`config.mk`:
```
export PLATFORM = sky130hd
export DESIGN_NAME = banner_scroller
export DESIGN_NICKNAME = d
export VERILOG_FILES = /design/src/rtl/banner_scroller.sv
export SDC_FILE = /design/constraint.sdc
export NUM_CORES = 1
export LEC_CHECK = 0
export ABC_AREA = 1
export CORE_UTILIZATION = 35
export CTS_CLUSTER_DIAMETER = 40
export DETAILED_ROUTE_END_ITERATION = 8
export DONT_BUFFER_PORTS = 1
export MAX_ROUTING_LAYER = met4
export PLACE_DENSITY = 0.49
export SLEW_MARGIN = 20
export SYNTH_ARGS = -nofsm -noshare
export SYNTH_HDL_FRONTEND = slang
export SYNTH_SLANG_ARGS = --single-unit
```
`constraint.sdc`:
```
create_clock -name clk -period 1.4 [get_ports clk]
set_input_delay 0.28 -clock clk [delete_from_list [all_inputs] [get_ports clk]]
set_output_delay 0.28 -clock clk [all_outputs]
set_load 0.03 [all_outputs]
```
`src/rtl/banner_scroller.sv`:
```
// Parametrised banner bitmap served as a WIN_W-wide scrolling/blinking window, rows replicated by SCALE.
// Latency 2 from row_req to row_valid, one request per cycle; no backpressure, the scanner must accept every response.
module banner_scroller #(
  parameter int WORD_W   = 71,
  parameter int SRC_ROWS = 5,
  parameter int SCALE    = 3,
  parameter int WIN_W    = 32,
  parameter int TICK_DIV = 1000000,
  parameter logic [SRC_ROWS*WORD_W-1:0] BITMAP = '0
) (
  input  logic                                  clk,
  input  logic                                  rst_n,
  input  logic                                  en,
  input  logic [1:0]                            mode,
  input  logic                                  row_req,
  input  logic [$clog2(SRC_ROWS*SCALE)-1:0]     row_idx,
  output logic                                  row_valid,
  output logic [WIN_W-1:0]                      row_data,
  output logic [$clog2(WORD_W)-1:0]             offset,
  output logic                                  step
);

  localparam int N_ROWS = SRC_ROWS * SCALE;
  localparam int IDX_W  = $clog2(N_ROWS);
  localparam int OFF_W  = $clog2(WORD_W);
  localparam int DIV_W  = (TICK_DIV > 2) ? $clog2(TICK_DIV) : 1;
  localparam int SRC_W  = (SRC_ROWS > 1) ? $clog2(SRC_ROWS) : 1;
  localparam int SUM_W  = $clog2(2 * WORD_W);

  logic [DIV_W-1:0]  div_cnt;
  logic              step_q;
  logic              visible;
  logic              div_last;

  logic              s1_vld;
  logic [SRC_W-1:0]  s1_src;
  logic              s1_oor;
  logic [OFF_W-1:0]  s1_off;
  logic              s1_vis;

  logic [SRC_W-1:0]  src_dec;
  logic              oor_dec;
  logic [WORD_W-1:0] sel_row;
  logic [WIN_W-1:0]  win;
  logic [SUM_W-1:0]  col;
  logic [OFF_W-1:0]  bit_idx;

  assign div_last = (div_cnt == DIV_W'(TICK_DIV - 1));
  // A pending step is dropped if en falls in the same cycle, so step never pulses while disabled.
  assign step = step_q & en;

  always_ff @(posedge clk or negedge rst_n) begin
    if (!rst_n) begin
      div_cnt <= '0;
      step_q  <= 1'b0;
    end else begin
      step_q <= en & div_last;
      if (en) div_cnt <= div_last ? '0 : div_cnt + 1'b1;
    end
  end

  always_ff @(posedge clk or negedge rst_n) begin
    if (!rst_n) begin
      offset  <= '0;
      visible <= 1'b1;
    end else begin
      if (mode != 2'b11)  visible <= 1'b1;
      else if (step)      visible <= ~visible;
      if (step && mode == 2'b01)
        offset <= (offset == OFF_W'(WORD_W - 1)) ? '0 : offset + 1'b1;
      else if (step && mode == 2'b10)
        offset <= (offset == '0) ? OFF_W'(WORD_W - 1) : offset - 1'b1;
    end
  end

  // Constant divide by SCALE unrolled into a lookup over every legal row index.
  always_comb begin
    src_dec = '0;
    oor_dec = 1'b1;
    for (int i = 0; i < N_ROWS; i++) begin
      if (row_idx == IDX_W'(i)) begin
        src_dec = SRC_W'(i / SCALE);
        oor_dec = 1'b0;
      end
    end
  end

  always_ff @(posedge clk or negedge rst_n) begin
    if (!rst_n) begin
      s1_vld <= 1'b0;
      s1_src <= '0;
      s1_oor <= 1'b0;
      s1_off <= '0;
      s1_vis <= 1'b0;
    end else begin
      s1_vld <= row_req;
      if (row_req) begin
        s1_src <= src_dec;
        s1_oor <= oor_dec;
        s1_off <= offset;
        s1_vis <= visible;
      end
    end
  end

  always_comb begin
    sel_row = '0;
    for (int r = 0; r < SRC_ROWS; r++) begin
      if (s1_src == SRC_W'(r)) sel_row = BITMAP[r*WORD_W +: WORD_W];
    end
  end

  // off+k stays below 2*WORD_W, so one conditional subtract wraps the window.
  always_comb begin
    win     = '0;
    col     = '0;
    bit_idx = '0;
    for (int k = 0; k < WIN_W; k++) begin
      col = SUM_W'(s1_off) + SUM_W'(k);
      if (col >= SUM_W'(WORD_W)) col = col - SUM_W'(WORD_W);
      bit_idx = OFF_W'(WORD_W - 1) - col[OFF_W-1:0];
      win[WIN_W-1-k] = sel_row[bit_idx];
    end
  end

  always_ff @(posedge clk or negedge rst_n) begin
    if (!rst_n) begin
      row_valid <= 1'b0;
      row_data  <= '0;
    end else begin
      row_valid <= s1_vld;
      if (s1_vld) row_data <= (s1_oor || !s1_vis) ? '0 : win;
    end
  end

endmodule

```
# Word level (Yosys, flattened, before mapping)
# Memories as Yosys holds them, arrays and structs flattened.
# Index checks and enable logic that the tools add are counted.
[classes]
n_eq_ne = 19
n_bitwise = 3
n_reduce_logical = 8
mux = 87
add_sub_neg = 98
magnitude_cmp = 64
[op_table]
columns = ["cell", "count"]
rows = [
  ["$lt 7x8->1 const B", 32],
  ["$mux 7", 36],
  ["$ge 8x7->1 const B", 31],
  ["$sub 7x7->7 const A", 32],
  ["$sub 7x7->7 const B", 32],
  ["$add 7x5->8 const B", 16],
  ["$add 7x4->8 const B", 8],
  ["$mux 1", 49],
  ["$add 7x3->8 const B", 4],
  ["$mux 32", 1],
  ["$eq 4x4->1 const B", 7],
  ["$add 20x1->20 const B", 1],
  ["$eq 20x20->1 const B", 1],
  ["$mux 20", 1],
  ["$add 7x2->8 const B", 2],
  ["$eq 4x3->1 const B", 4],
  ["$add 7x1->8 const B", 1],
  ["$eq 4x2->1 const B", 2],
  ["$add 7x1->7 const B", 1],
  ["$eq 7x7->1 const B", 1],
  ["$ge 7x7->1 const B", 1],
  ["$logic_not 7->1", 1],
  ["$sub 7x1->7 const B", 1],
  ["$eq 4x1->1 const B", 1],
  ["other kinds (10)", 13],
]
[word_totals]
memories = 32
regBits = 72
out_inout_bits = 41
rom_bits = 4096
input_bits = 10
[memory_table]
columns = ["memory", "words", "word_bits", "read_ports", "rd_clocked_by_memory_dff", "wr", "line", "rtl"]
rows = [
  ["(no name shown)", 128, 1, 1, 0, 0, "122", "win[WIN_W-1-k] = sel_row[bit_idx];"],
  ["(no name shown)", 128, 1, 1, 0, 0, "122", ""],
  ["(no name shown)", 128, 1, 1, 0, 0, "122", ""],
  ["(no name shown)", 128, 1, 1, 0, 0, "122", ""],
  ["(no name shown)", 128, 1, 1, 0, 0, "122", ""],
  ["(no name shown)", 128, 1, 1, 0, 0, "122", ""],
  ["26 more memories", "n/a", "n/a", "n/a", "n/a", "n/a", "n/a", ""],
]

# Logic depth before layout (Yosys ltp)
# Gate-level depths: netlist of run 1.
[depth]
ltp_word = 16
depth_mapped = 10
depth_no_buf = 10

# Worst setup path after synthesis of run 1
# No wires, ideal clock.
[synth_timing]
path_type = "register to register"
startpoint = "register offset[0]"
endpoint = "register offset[2]"
arrival_ns = 1.504
path_stages_with_launch = 9
slack_ns = -0.169
t_required_ns = 1.335
setup_time_ns = 0.065
path_cell_list = "dfrtp_1 inv_1 ha_1 or2_2 nand3_1 nand2_1 nand2_1 nand2_1 nand2_1"
[synth_between]
elab_chain_len = 4
elab_cells_between_ends = 8
cone_classes = "add/sub (2); eq/ne (1); mux (4); reduce/logical (1)"
[synth_rtl]
columns = ["item", "line", "rtl"]
rows = [
  ["start, declared", "19", "output logic [$clog2(WORD_W)-1:0] offset,"],
  ["start signal, assigned", "70", "offset <= (offset == OFF_W'(WORD_W - 1)) ? '0 : offset + 1'b1;"],
  ["start signal, assigned", "72", "offset <= (offset == '0) ? OFF_W'(WORD_W - 1) : offset - 1'b1;"],
  ["$sub 7x1->7 / $logic_not 7->1 (equally long branches)", "72", ""],
  ["$mux 7", "72", ""],
  ["$mux 7", "71", "else if (step && mode == 2'b10)"],
  ["$mux 7 *", "69", "if (step && mode == 2'b01)"],
]
# Every way passes the cells marked *; elsewhere a longest branch is shown, timed or not. The select of a mux whose other input is x is not followed.
# A chain may end at the register's enable or synchronous reset.

# Final worst setup path of run 1
[layout_timing]
startpoint = "register offset[1]"
endpoint = "register offset[4]"
# The elaborated chain is that of the path after synthesis.

==> metrics.cfg, run 1 <==
[clock_network]
cts-root-buf=clkbuf_8
htreeDepth=2
cts_tree=done
cts_made_buffers=5
cts_sinks=30
clk_pin_slew_ns=0.07
clockBufferDepth=2
insertion_delay_ns=0.28

[yosys]
yosys_warnings=0
synth_top_area_share=0.327
yosys.area.top_type=dfrtp_1
synth_cells=339
ys_top_cells_by_area=dfrtp_1, nand2_1, buf_4
yosys-top-cells-count=nand2_1, nor2_1, inv_1, buf_4, dfrtp_1
yosys.cell_count.top_type=nand2_1
synth_edf_count=0
async_flop_share=1.00
synthFlopType=dfrtp_1
yosysUniqueCellTypes=31
synthesis.area_mm2=0.00230
yosys_register_bits=30
seq_area_frac_synth=0.327
syn_area_per_cell_um2=6.77

[hold_path]
min_to=s1_vld
min_path_cells=0
hp-class=input pin to flip-flop
hold_start=row_req

[setup_path]
slowest_delay_ns=0.47
cp_max_fo=5
endpoint_kind=flip-flop
critPathRequiredTime_ns=1.58
rr_worst_depth=9
critPathArrivalTime_ns=1.56
crit_type=flip-flop to flip-flop
cp-start-kind=flip-flop
critical-path-slowest-cell=dfrtp_2
r2r_setup_slack_ns=0.01
r2r-start=offset[1]
crit_path_cell_trace=inv_2, ha_1, nand2_2, nor2_4, nand2_2, nand2_2, nor2_1, nor2_1, nor2_1
r2r_end=offset[4]

[detailed_routing]
avgViaCountPerCell=4.41
first_pass_iters=4
antenna_left=0
detail_route.wl_per_cell_um=10.9
drtIter0Drc=72
drc_errors=0
wl_um=4850
via_count=1967

[floorplan]
dieArea_mm2=0.00689
core_area_mm2=0.00635
start_util=0.362
pin_count=51
die_w_um=83.0
die_h_um=83.0
std_cell_rows=29

[placement]
io_buffers=0
place.gp.congestion=0.824
dpl-instance-area_mm2=0.00240
dpl.hpwl_um=3560

[timing]
rsz0062_at_grt=true
hold_viol_final=0
max_freq_ghz=0.722
skew_ns=0.0121
setup_viol=0
drv_slew=0
fin_crit_ns=1.39
finalCritPeriodShare=0.990

[power]
leakage_uw=0.00146
total_power_uw=3060
irDropWorstVdd_v=0.000910
cellPowerDensity_mw_per_mm2=1120

[global_route]
grt_max_degree=31
first_global_vias=1815
grt_pass1_wl_um=8460
grt_use_total=0.158
antenna_found_initial=0
overflow=0

[final_layout]
regArea_um2=754
fillCellCount=654
antenna_cells=0
area_delta_synth_final_pct=18.8
final_area_mm2=0.00273
drive_above_1_share=0.238
multi_input_area_mm2=0.00130
final_net_count=383

[run_status]
status=finished, final reports clean

[job]
cap_violations=0

-- per-stage QoR --
step	hold WS, ns	TNS (ns)	util	cells	worst slack, ns
final	0.0318	0	0.430	446	0.0144
after global routing	0.0156	-1.11	0.430	446	-0.101
after CTS	0.0197	-0.00853	0.407	442	-0.00853
after detailed placement	-0.0149	-0.294	0.378	432	-0.0645
after global placement	-0.0149	-0.225	0.378	432	-0.0421
after floorplan	-0.0156	0	-	370	0.00248
-- kinds of logic (layout without fill, tap and decap cells) --
logic type / after synthesis / count (layout) / share of synthesized area
flops: 30 / 30 / 0.327
other cells: 1 / 32 / 0.00163
fa+ha+maj: 5 / 5 / 0.0272
simple gates: 185 / 185 / 0.354
compound gates: 22 / 22 / 0.0567
buf+inv: 90 / 89 / 0.211
xor+xnor: 6 / 6 / 0.0229
-- power by group --
| group | internal, uW | switching, uW |
|---|---|---|
| Clock | 759 | 349 |
| Sequential | 1000 | 159 |
| Combinational | 276 | 513 |
| Total | 2040 | 1020 |
-- sequential cells by signal, indices dropped and copies added, names as in the netlist --
register,count
div_cnt,20
offset,7
row_valid,1
s1_vld,1
step_q,1
-- how the worst max path moves through the flow --
stage,startpoint,endpoint,slack [ns],cells past startpoint
2_1_floorplan,offset[0],offset[2],0.002,8
3_3_place_gp,div_cnt[0],div_cnt[10],-0.04,8
3_5_place_dp,div_cnt[0],div_cnt[10],-0.06,8
4_1_cts,div_cnt[0],div_cnt[10],-0.009,8
5_1_grt,offset[1],offset[4],-0.10,9
6_report,offset[1],offset[4],0.01,9
-- per-layer routing --
metal,GRT usage,wire (um)
met5,-,0
met4,0.0580,70
met3,0.0348,143
met2,0.250,2280
met1,0.198,2360
-- final cells by class --
class,instances,share of cell area
multi-input combinational,250,0.477
sequential,30,0.277
timing repair buffer,28,0.0826
inverter,53,0.0766
tap,77,0.0353
clock buffer,6,0.0303
clock inverter,2,0.0220
-- layout by cell type, fill, tap and decap left out, drive strengths merged --
cell / count
nor2: 61
o22ai: 2
clkinv: 1
nor3: 5
dlygate4sd3: 1
o21a: 1
or2: 2
nand3b: 1
o21ai: 13
nand4: 6
a21oi: 6
buf: 27
xnor2: 1
ha: 5
inv: 52
dfrtp: 30
xor2: 5
nand3: 28
conb: 32
nand2: 82
clkbuf: 6
bufinv: 2
-- repair_timing --
item                                    in CTS  in global routing
hold endpoints to repair                    30                  0
buffers inserted                             0                  4
hold buffers                                 2                  0
endpoints found under the setup margin      14                 25
pin swaps                                    0                 16
gates resized for setup                      4                 32
-- critical path, delay by kind of cell (launching register included) --
kind,cells,cell delay (ns)
fa+ha+maj,1,0.15
flops,1,0.47
buf+inv,1,0.09
simple gates,7,0.58
Power figures use the tool's default switching activity.
==> run 2: changes to the inputs <==
Settings changed: CORE_UTILIZATION 35 to 49, PLACE_DENSITY 0.49 to 0.64.
==> metrics.cfg, run 2 (same netlist as run 1, synthesis figures left out) <==
[run_status]
status=complete, but fails checks
violations=negative setup slack

[power]
p_sw_frac=0.365  ; +0.0314
clkPwrFrac=0.298  ; -0.064
cellPowerDensity_mw_per_mm2=1020  ; -9.4%
comb_power_share=0.290  ; +0.032
seqPwrFrac=0.412  ; +0.032
switchingPower_uw=1040  ; +2.4%
intPower_uw=1820  ; -11%
irDropWorstVdd_v=0.000940  ; +3.3%
leakage_uw=0.00149  ; +2.0%

[setup_path]
rr_worst_depth=8  ; -1
cp-start-kind=flip-flop
slowest_delay_ns=0.44  ; -0.03 ns
critPathArrivalTime_ns=1.64  ; +0.08 ns
path_buf_inv=1  ; unchanged
r2r_setup_slack_ns=-0.02  ; -0.04 ns
endpoint_kind=flip-flop
crit_type=flip-flop to flip-flop
timing.critical_path.mode_cell=nand2_1
cp_max_fo=5  ; unchanged
r2r-start=offset[0]
critPathRequiredTime_ns=1.62  ; +0.04 ns
crit_family=simple AND/OR/NAND/NOR gates
r2r_end=offset[2]
critical-path-slowest-cell=dfrtp_2
crit_path_cell_trace=clkinv_4, ha_4, or2_2, nand3_2, nand2_1, nand2_1, nand2_1, nand2_1

[global_route]
grt_pass1_wl_um=7820  ; -7.6%
first_global_vias=1759  ; -3.1%
grt_use_total=0.205  ; +0.0470
met1_usage=0.250  ; +0.0513
grt-busiest-layer=met2
overflow=0  ; unchanged
grt_max_degree=31  ; unchanged
grtUsageMet3=0.0519  ; +0.0172
antenna_found_initial=0  ; unchanged
grt_use_met2=0.341  ; +0.0911

[timing]
hold_viol_final=0  ; unchanged
hold_slack_ns=0.178  ; +0.147 ns
setup_viol=2  ; +2
rsz0062_at_grt=true
setup_ws_ns=-0.0219  ; -0.0363 ns
drv_slew=0  ; unchanged
finalCritPeriodShare=1.02  ; +0.0259
max_freq_ghz=0.703  ; -2.6%
fin_crit_ns=1.42  ; +0.0363 ns
skew_ns=0.00617  ; -0.00595 ns

[detailed_routing]
wl_um=5040  ; +3.9%
drc_errors=0  ; unchanged
drtIter0Drc=168  ; +130%
detail_route.wl_per_cell_um=12.0  ; +10%
antenna_left=0  ; unchanged
avgViaCountPerCell=4.85  ; +9.9%
via_count=2040  ; +3.7%
first_pass_iters=4  ; unchanged

[clock_network]
insertion_delay_ns=0.28  ; about the same
htreeDepth=2  ; unchanged
clk_pin_slew_ns=0.07  ; about the same
cts-root-buf=clkbuf_8
cts_tree=done
cts_made_buffers=5  ; unchanged
cts_sinks=30  ; unchanged
clockBufferDepth=2  ; unchanged

[hold_path]
hold_start=en
min_to=div_cnt[0]
min_path_cells=3  ; +3
hp-class=input pin to flip-flop

[floorplan]
core_area_mm2=0.00441  ; -30%
pin_count=51  ; unchanged
die_w_um=70.5  ; -15%
dieArea_mm2=0.00496  ; -28%
die_h_um=70.5  ; -15%
start_util=0.520  ; +0.159
std_cell_rows=24  ; -17%

[final_layout]
fin_util=0.638  ; +0.208
largest_reg_flops=20  ; unchanged
drive_above_1_share=0.290  ; +0.0515
final_net_count=383  ; unchanged
antenna_cells=0  ; unchanged
top_regs=div_cnt (20), offset (7)
layout_common_cells=nand2_1, inv_1, nor2_1
area_delta_synth_final_pct=22.7
top_register=div_cnt
final_common_cell=nand2_1

[placement]
dpl.hpwl_um=3400  ; -4.6%
place.gp.congestion=0.894  ; +8.5%
io_buffers=0  ; unchanged

[job]
cap_violations=0  ; unchanged

## run 2: changes by cell type in the layout (fill, tap and decap cells not counted), moves of 2 or more
cell      delta
clkinv_2     +2
nor2_2       +4
nor2_1       -5
nand2_4      +5
dfrtp_2      +4
nand3_2      +3
buf_4        -7
dfrtp_1      -4
nand3_1      -3
ha_4         +2
nand2_1      -5
buf_6        +5
## run 2: timing repair
item / CTS / global route
endpoints found under the setup margin: 14 / 26
cloned: 0 / 0
hold buffers: 2 / 1
pin swaps: 9 / 27
endpoints found under the hold margin: 30 / 1
resized for setup: 19 / 54
setup buffers: 4 / 5
## run 2: area by class of cell
cell class,instances,area [um^2]
fillers,409,1600
inverters,53,214
clock inverters,3,40.0
well taps,52,65.1
clock buffers,5,68.8
flip-flops and latches,30,759
repair buffers,28,259
multi-input cells,250,1410
## run 2: power groups by stage
stage / sequential [uW] / clock (uW) / combinational [uW]
floorplan: 1140 / 0 / 641
global placement: 1170 / 0 / 666
detailed placement: 1170 / 0 / 685
CTS: 1160 / 879 / 764
global route: 1200 / 933 / 925
finish: 1180 / 852 / 831
## run 2: how the worst max path moves through the flow
stage                     cells after the start           to        from  slack [ns]
after detailed placement                      8   div_cnt[5]  div_cnt[0]       -0.08
after floorplan                               8    offset[2]   offset[0]       0.002
after CTS                                     9    offset[4]   offset[0]       0.002
after global placement                        8  div_cnt[10]  div_cnt[0]       -0.02
after global routing                         10    offset[5]   offset[0]       -0.08
final                                         8    offset[2]   offset[0]       -0.02
## run 2: layer usage
metal	vias to the layer above	part of all wire
met3	4	0.042
li1	1034	-
met4	0	0.0093
met1	942	0.44
met5	-	0
met2	60	0.51
## run 2: tightest hold or removal path, stage by stage
cell and delay [ns]:
nand2_1 0.04, nand3_2 0.07, inv_2 0.03
## run 2: per-stage QoR
step	TNS [ns]	cell area (um^2)	worst slack, ns	total power (uW)	std cells
final	-0.0276	2820	-0.0219	2860	421
after global routing	-0.619	2820	-0.0795	3060	421
after CTS	0	2550	0.00199	2800	415
after detailed placement	-0.398	2320	-0.0755	1850	401
after global placement	-0.0735	2320	-0.0243	1830	401
after floorplan	0	2420	0.00248	1780	370
